===== src/rtl/regfile_seq.sv =====
// regfile_seq: sequencer driving ordered select/strobe pulses into the 8085 register file.
// Ports: clk/rst, op_* request handshake, pair selects, rd/wr strobes, dreg inc/dec
// controls, DATA drive (data_out/data_oe), captured rd_data/carry_flag, done/err.
module regfile_seq #(
  parameter int STROBE_W = 2
) (
  input  logic       clk,
  input  logic       rst,
  input  logic       op_valid,
  output logic       op_ready,
  input  logic [2:0] op_code,
  input  logic [2:0] pair_sel,
  input  logic       cnt2,
  input  logic [7:0] wr_data,
  input  logic [7:0] data_in,
  input  logic       carry_in,
  output logic       bc_rw,
  output logic       de_rw,
  output logic       hl_rw,
  output logic       wz_rw,
  output logic       pc_rw,
  output logic       sp_rw,
  output logic       rreg_rd,
  output logic       lreg_rd,
  output logic       rreg_wr,
  output logic       lreg_wr,
  output logic       dreg_rd,
  output logic       dreg_wr,
  output logic       dreg_inc,
  output logic       dreg_dec,
  output logic       dreg_cnt,
  output logic       dreg_cnt2,
  output logic [7:0] data_out,
  output logic       data_oe,
  output logic [7:0] rd_data,
  output logic       carry_flag,
  output logic       done,
  output logic       err
);

  typedef enum logic [2:0] {
    S_IDLE, S_SETUP, S_STRB, S_HOLD,
    S_STRB2, S_HOLD2, S_DONE
  } state_t;

  localparam logic [3:0] CNT_LD = 4'(STROBE_W - 1);

  state_t     r_state, w_nstate;
  logic [3:0] r_cnt, w_ncnt;
  logic [2:0] r_code, r_pair;
  logic       r_cnt2;
  logic [7:0] r_wr;

  logic       w_acc;
  logic [2:0] w_code, w_pair;
  logic       w_c2;
  logic [7:0] w_wr;
  logic       w_ill, w_isrd, w_iswr, w_isid;
  logic       w_last, w_busy, w_oe, w_ctl;
  logic [5:0] w_sel, w_stb;

  assign w_acc  = op_valid && (r_state == S_IDLE);
  // Output decode runs off next state, so the op fields
  // must come straight from the inputs on the accept edge.
  assign w_code = w_acc ? op_code  : r_code;
  assign w_pair = w_acc ? pair_sel : r_pair;
  assign w_c2   = w_acc ? cnt2     : r_cnt2;
  assign w_wr   = w_acc ? wr_data  : r_wr;

  assign w_ill  = (w_code != 3'd0) && (w_pair > 3'd5);
  assign w_isrd = (w_code == 3'd1) || (w_code == 3'd2);
  assign w_iswr = (w_code == 3'd3) || (w_code == 3'd4);
  assign w_isid = (w_code == 3'd6) || (w_code == 3'd7);
  assign w_last = (r_cnt == 4'd0);

  always_comb begin
    w_nstate = r_state;
    w_ncnt   = r_cnt;
    unique case (r_state)
      S_IDLE:
        if (w_acc)
          w_nstate = (op_code == 3'd0 || w_ill) ? S_DONE : S_SETUP;
      S_SETUP: begin
        w_nstate = S_STRB;
        w_ncnt   = CNT_LD;
      end
      S_STRB:
        if (w_last) w_nstate = S_HOLD;
        else        w_ncnt   = r_cnt - 4'd1;
      S_HOLD:
        if (w_isid) begin
          w_nstate = S_STRB2;
          w_ncnt   = CNT_LD;
        end else begin
          w_nstate = S_DONE;
        end
      S_STRB2:
        if (w_last) w_nstate = S_HOLD2;
        else        w_ncnt   = r_cnt - 4'd1;
      S_HOLD2: w_nstate = S_DONE;
      S_DONE:  w_nstate = S_IDLE;
      default: w_nstate = S_IDLE;
    endcase
  end

  assign w_busy = (w_nstate != S_IDLE) && (w_nstate != S_DONE);
  assign w_sel  = w_busy ? (6'd1 << w_pair) : 6'd0;
  assign w_oe   = w_iswr && ((w_nstate == S_SETUP) ||
                  (w_nstate == S_STRB) || (w_nstate == S_HOLD));
  assign w_ctl  = w_isid && w_busy;

  // Strobe vector: {dreg_wr,dreg_rd,lreg_wr,rreg_wr,lreg_rd,rreg_rd}
  always_comb begin
    w_stb = 6'd0;
    if (w_nstate == S_STRB) begin
      unique case (1'b1)
        (w_code == 3'd1): w_stb = 6'b000001;
        (w_code == 3'd2): w_stb = 6'b000010;
        (w_code == 3'd3): w_stb = 6'b000100;
        (w_code == 3'd4): w_stb = 6'b001000;
        (w_code >= 3'd5): w_stb = 6'b010000;
        default:          w_stb = 6'd0;
      endcase
    end else if (w_nstate == S_STRB2) begin
      w_stb = 6'b100000;
    end
  end

  always_ff @(posedge clk) begin
    if (rst) begin
      r_state    <= S_IDLE;
      r_cnt      <= 4'd0;
      r_code     <= 3'd0;
      r_pair     <= 3'd0;
      r_cnt2     <= 1'b0;
      r_wr       <= 8'h00;
      op_ready   <= 1'b1;
      {sp_rw, pc_rw, wz_rw, hl_rw, de_rw, bc_rw} <= 6'd0;
      {dreg_wr, dreg_rd, lreg_wr, rreg_wr, lreg_rd, rreg_rd} <= 6'd0;
      dreg_inc   <= 1'b0;
      dreg_dec   <= 1'b0;
      dreg_cnt   <= 1'b0;
      dreg_cnt2  <= 1'b0;
      data_out   <= 8'h00;
      data_oe    <= 1'b0;
      rd_data    <= 8'h00;
      carry_flag <= 1'b0;
      done       <= 1'b0;
      err        <= 1'b0;
    end else begin
      r_state  <= w_nstate;
      r_cnt    <= w_ncnt;
      if (w_acc) begin
        r_code <= op_code;
        r_pair <= pair_sel;
        r_cnt2 <= cnt2;
        r_wr   <= wr_data;
      end
      op_ready <= (w_nstate == S_IDLE);
      {sp_rw, pc_rw, wz_rw, hl_rw, de_rw, bc_rw} <= w_sel;
      {dreg_wr, dreg_rd, lreg_wr, rreg_wr, lreg_rd, rreg_rd} <= w_stb;
      dreg_inc  <= w_ctl && (w_code == 3'd6);
      dreg_dec  <= w_ctl && (w_code == 3'd7);
      dreg_cnt  <= w_ctl && !w_c2;
      dreg_cnt2 <= w_ctl && w_c2;
      data_out  <= w_oe ? w_wr : 8'h00;
      data_oe   <= w_oe;
      done      <= (w_nstate == S_DONE);
      err       <= (w_nstate == S_DONE) && w_ill;
      if ((r_state == S_STRB) && w_last && w_isrd)
        rd_data <= data_in;
      if ((r_state == S_HOLD) && w_isid)
        carry_flag <= carry_in;
    end
  end

endmodule


===== config.mk =====
export PLATFORM = sky130hd
export DESIGN_NAME = regfile_seq
export DESIGN_NICKNAME = d
export VERILOG_FILES = /design/src/rtl/regfile_seq.sv
export SDC_FILE = /design/constraint.sdc
export NUM_CORES = 1
export LEC_CHECK = 0
export BUFFER_PORTS_ARGS = -buffer_cell sky130_fd_sc_hd__buf_2
export CAP_MARGIN = 20
export CORE_ASPECT_RATIO = 1.2
export CORE_MARGIN = 4
export CORE_UTILIZATION = 35
export DETAILED_ROUTE_END_ITERATION = 8
export SETUP_SLACK_MARGIN = 0.4
export SKIP_CTS_REPAIR_TIMING = 1
export SYNTH_ARGS = -nofsm -noshare
export SYNTH_HDL_FRONTEND = slang
export SYNTH_SLANG_ARGS = --single-unit

===== constraint.sdc =====
create_clock -name clk -period 2.3 [get_ports clk]
set_clock_uncertainty 0.05 [all_clocks]
set_input_delay 0.46 -clock clk [delete_from_list [all_inputs] [get_ports clk]]
set_output_delay 0.46 -clock clk [all_outputs]
set_load 0.03 [all_outputs]

==> run metrics <==
Logic pwr share 30.8%; Pint 2.28 mW; final worst-path cycle share 80.5%; Inserted Clock Buffers 9; status finished clean; Starting Density 36.8%; Synth cell types 51; Final nets 361; Hold EP carry_flag$_SDFFE_PP0P_; Reg power frac 37.0%; Worst R2R Start r_cnt[0]$_SDFFE_PP0P_; vias per cell 4.94; total gr overflow 0; endpoints failing setup 0; commonest cells in the netlist dfxtp_1, nor2_1, nand2_1, mux2i_1; Avg Inst Size Synth 9.09 um^2; final critical-path required period 1850 ps; H-tree levels 3; fin area 3140 um^2; EDFF count, synth 0; worst path cell trace inv_1, ha_1, nor4b_2, or2_2, or4_1, a21oi_2; worst endpoint data arrival time 2070 ps; layout cells sized above 1 32.6%; ys flop type dfxtp_1; largest net degree at the start of global routing 27; RSZ-0062 raised after global routing false; share of flip-flops with an asynchronous set or reset 0%; GRT Resource Usage Total 13.8%; leakage power 1.37 nW; Syn Nets 295; most common cell in the netlist dfxtp_1; Pwr Density 1080 nW/um^2; grt peak-use layer met2; Die X 83.9 um; mapped cell area 2420 um^2; GRT met3 Usage 5.02%; clk root buf clkbuf_8; critical path peak fanout 5; hold_sp carry_in; Final ANT Viol Nets 0; CP max stage cell or4_1; WHS Path Cells 3; # DRC 0; IO Count 64; vias in the first global route 1969; max_cap viols 0; CP top delay family simple AND/OR/NAND/NOR gates; HPWL Detailed 4050 um; drt wl/cell 13.7 um; max frequency 0.540 GHz; initial antenna violation count 0; P&R area growth vs syn 29.6%; Clock Tree Buf Depth 2; Yosys reg bits 59; setup slack, reg-to-reg 450 ps; setup TNS 0 ps; DIE HEIGHT 99.1 um; Reg2Reg Depth 6; routing usage on met1 16.4%; post-synth top area share 48.8%; Yosys warnings 0; TritonCTS clock tree yes; routability cong. 0.818; Yosys top cell by area dfxtp_1; FP Rows 32; Clk pin slew, worst setup/hold paths 60 ps; PortBufs 63; worst hold path type primary input to flop; WP data required 2510 ps; n_diodes 0; Die Area 8310 um^2; top cells by area, synth dfxtp_1, mux2i_1, nor2_1; Post-Route WL 5760 um; Largest stage delay, worst path 490 ps; first-pass GRT wire length 9170 um; Worst setup SP type flop; worst skew pair latency 330 ps; core area 6570 um^2; Stages on worst setup path 6; FF-to-FF End r_cnt[3]$_SDFFE_PP0P_; maximum VDD drop 502 uV; fraction of the yosys area taken by sequential cells 48.8%; drt pass-1 iters 5; CTS Sinks 59; routed via count 2084; hold violation count in the final report 0; DR iter-0 viols 144; Slew Viols, Final 0; Buf/Inv on CP 1; Clock Power Share 32.2%; crit end category flop; Cells after Synth 266; Worst Setup Path Type flop to flop; met2 usage 22.6%; net switching power 1.11 mW; actual slew at the worst max-slew pin 572 ps; Slew headroom 61.9%; Sw Share 32.6%; placed cell area 2830 um^2
## per-layer routing
layer | vias to the layer above | share of wire [%]
met2 | 64 | 49
met4 | 0 | 2.0
met5 | - | 0
met3 | 13 | 6.0
met1 | 947 | 43
li1 | 1060 | -
## kinds of logic after synthesis
logic type / after synthesis / share of synthesized area, %
flops: 59 / 48.8
simple gates: 115 / 24.1
xor+xnor: 3 / 1.09
buf+inv: 27 / 4.97
mux: 19 / 7.86
fa+ha+maj: 2 / 1.03
compound gates: 41 / 12.1
## cells in the final DEF, fill, tap and decap left out, drive strengths merged, types with 2 or more instances in the layout
master  instances
inv             8
nor4            2
bufinv          2
nor3b           2
o21ai           4
a31o            2
xnor2           3
dfxtp          59
o211ai          2
nand3b          4
nor2           37
nand2          30
a31oi           4
buf            72
o31ai           3
a311oi          2
nor4b           2
nor2b           4
ha              2
o221ai          2
mux2i          19
a21oi          13
nand2b          2
and4            2
clkinv          2
nand3           5
o21a            2
or3b            2
or3             5
nor3           10
or4             2
clkbuf         13
## worst min-delay path, cell delays in order
cell and delay [ps]:
buf_2 70, mux2i_1 50, nor2_1 70
## flip-flops by register name, summed over array words and instances, names as in the netlist, 3 cells and up
signal	cells
rd_data	8
r_state	3
r_wr	8
r_cnt	4
r_code	3
r_pair	3
data_out	8
## power by group through the flow
stage                     Sequential [mW]  Clock (mW)  Combinational [mW]
after floorplan                      1.30           0               0.686
after global placement               1.26           0               0.975
after detailed placement             1.26           0               0.984
after CTS                            1.24        1.13               0.985
after global routing                 1.27        1.18                1.15
final                                1.25        1.09                1.04
## worst max-delay path by stage
stage                                      from                       to
final                     r_cnt[0]$_SDFFE_PP0P_    r_cnt[3]$_SDFFE_PP0P_
after global routing      r_cnt[0]$_SDFFE_PP0P_    r_cnt[3]$_SDFFE_PP0P_
after CTS                 r_state[0]$_SDFF_PP0_  rd_data[0]$_SDFFE_PP0P_
after detailed placement               op_valid  rd_data[0]$_SDFFE_PP0P_
after global placement                 op_valid  rd_data[0]$_SDFFE_PP0P_
after floorplan           r_state[1]$_SDFF_PP0_  rd_data[0]$_SDFFE_PP0P_
## through the flow
step                      power, mW  instances  util (%)  worst slack (ps)  hold WS, ps
after floorplan                1.99        266         -               435          398
after global placement         2.24        405      43.2               198          391
after detailed placement       2.25        405      43.2               166          396
after CTS                      3.35        421      46.8               273          305
after global routing           3.59        422      47.8               401          318
final                          3.39        422      47.8               449          312
## cell type report
cell class	instances	area, um^2
sequential	59	1190
timing repair buffer	72	403
inverter	9	33.8
tap	85	106
multi-input combinational	181	1170
clock inverter	3	68.8
fill	651	3430
clock buffer	13	169
(Power assumes the default switching activity.)
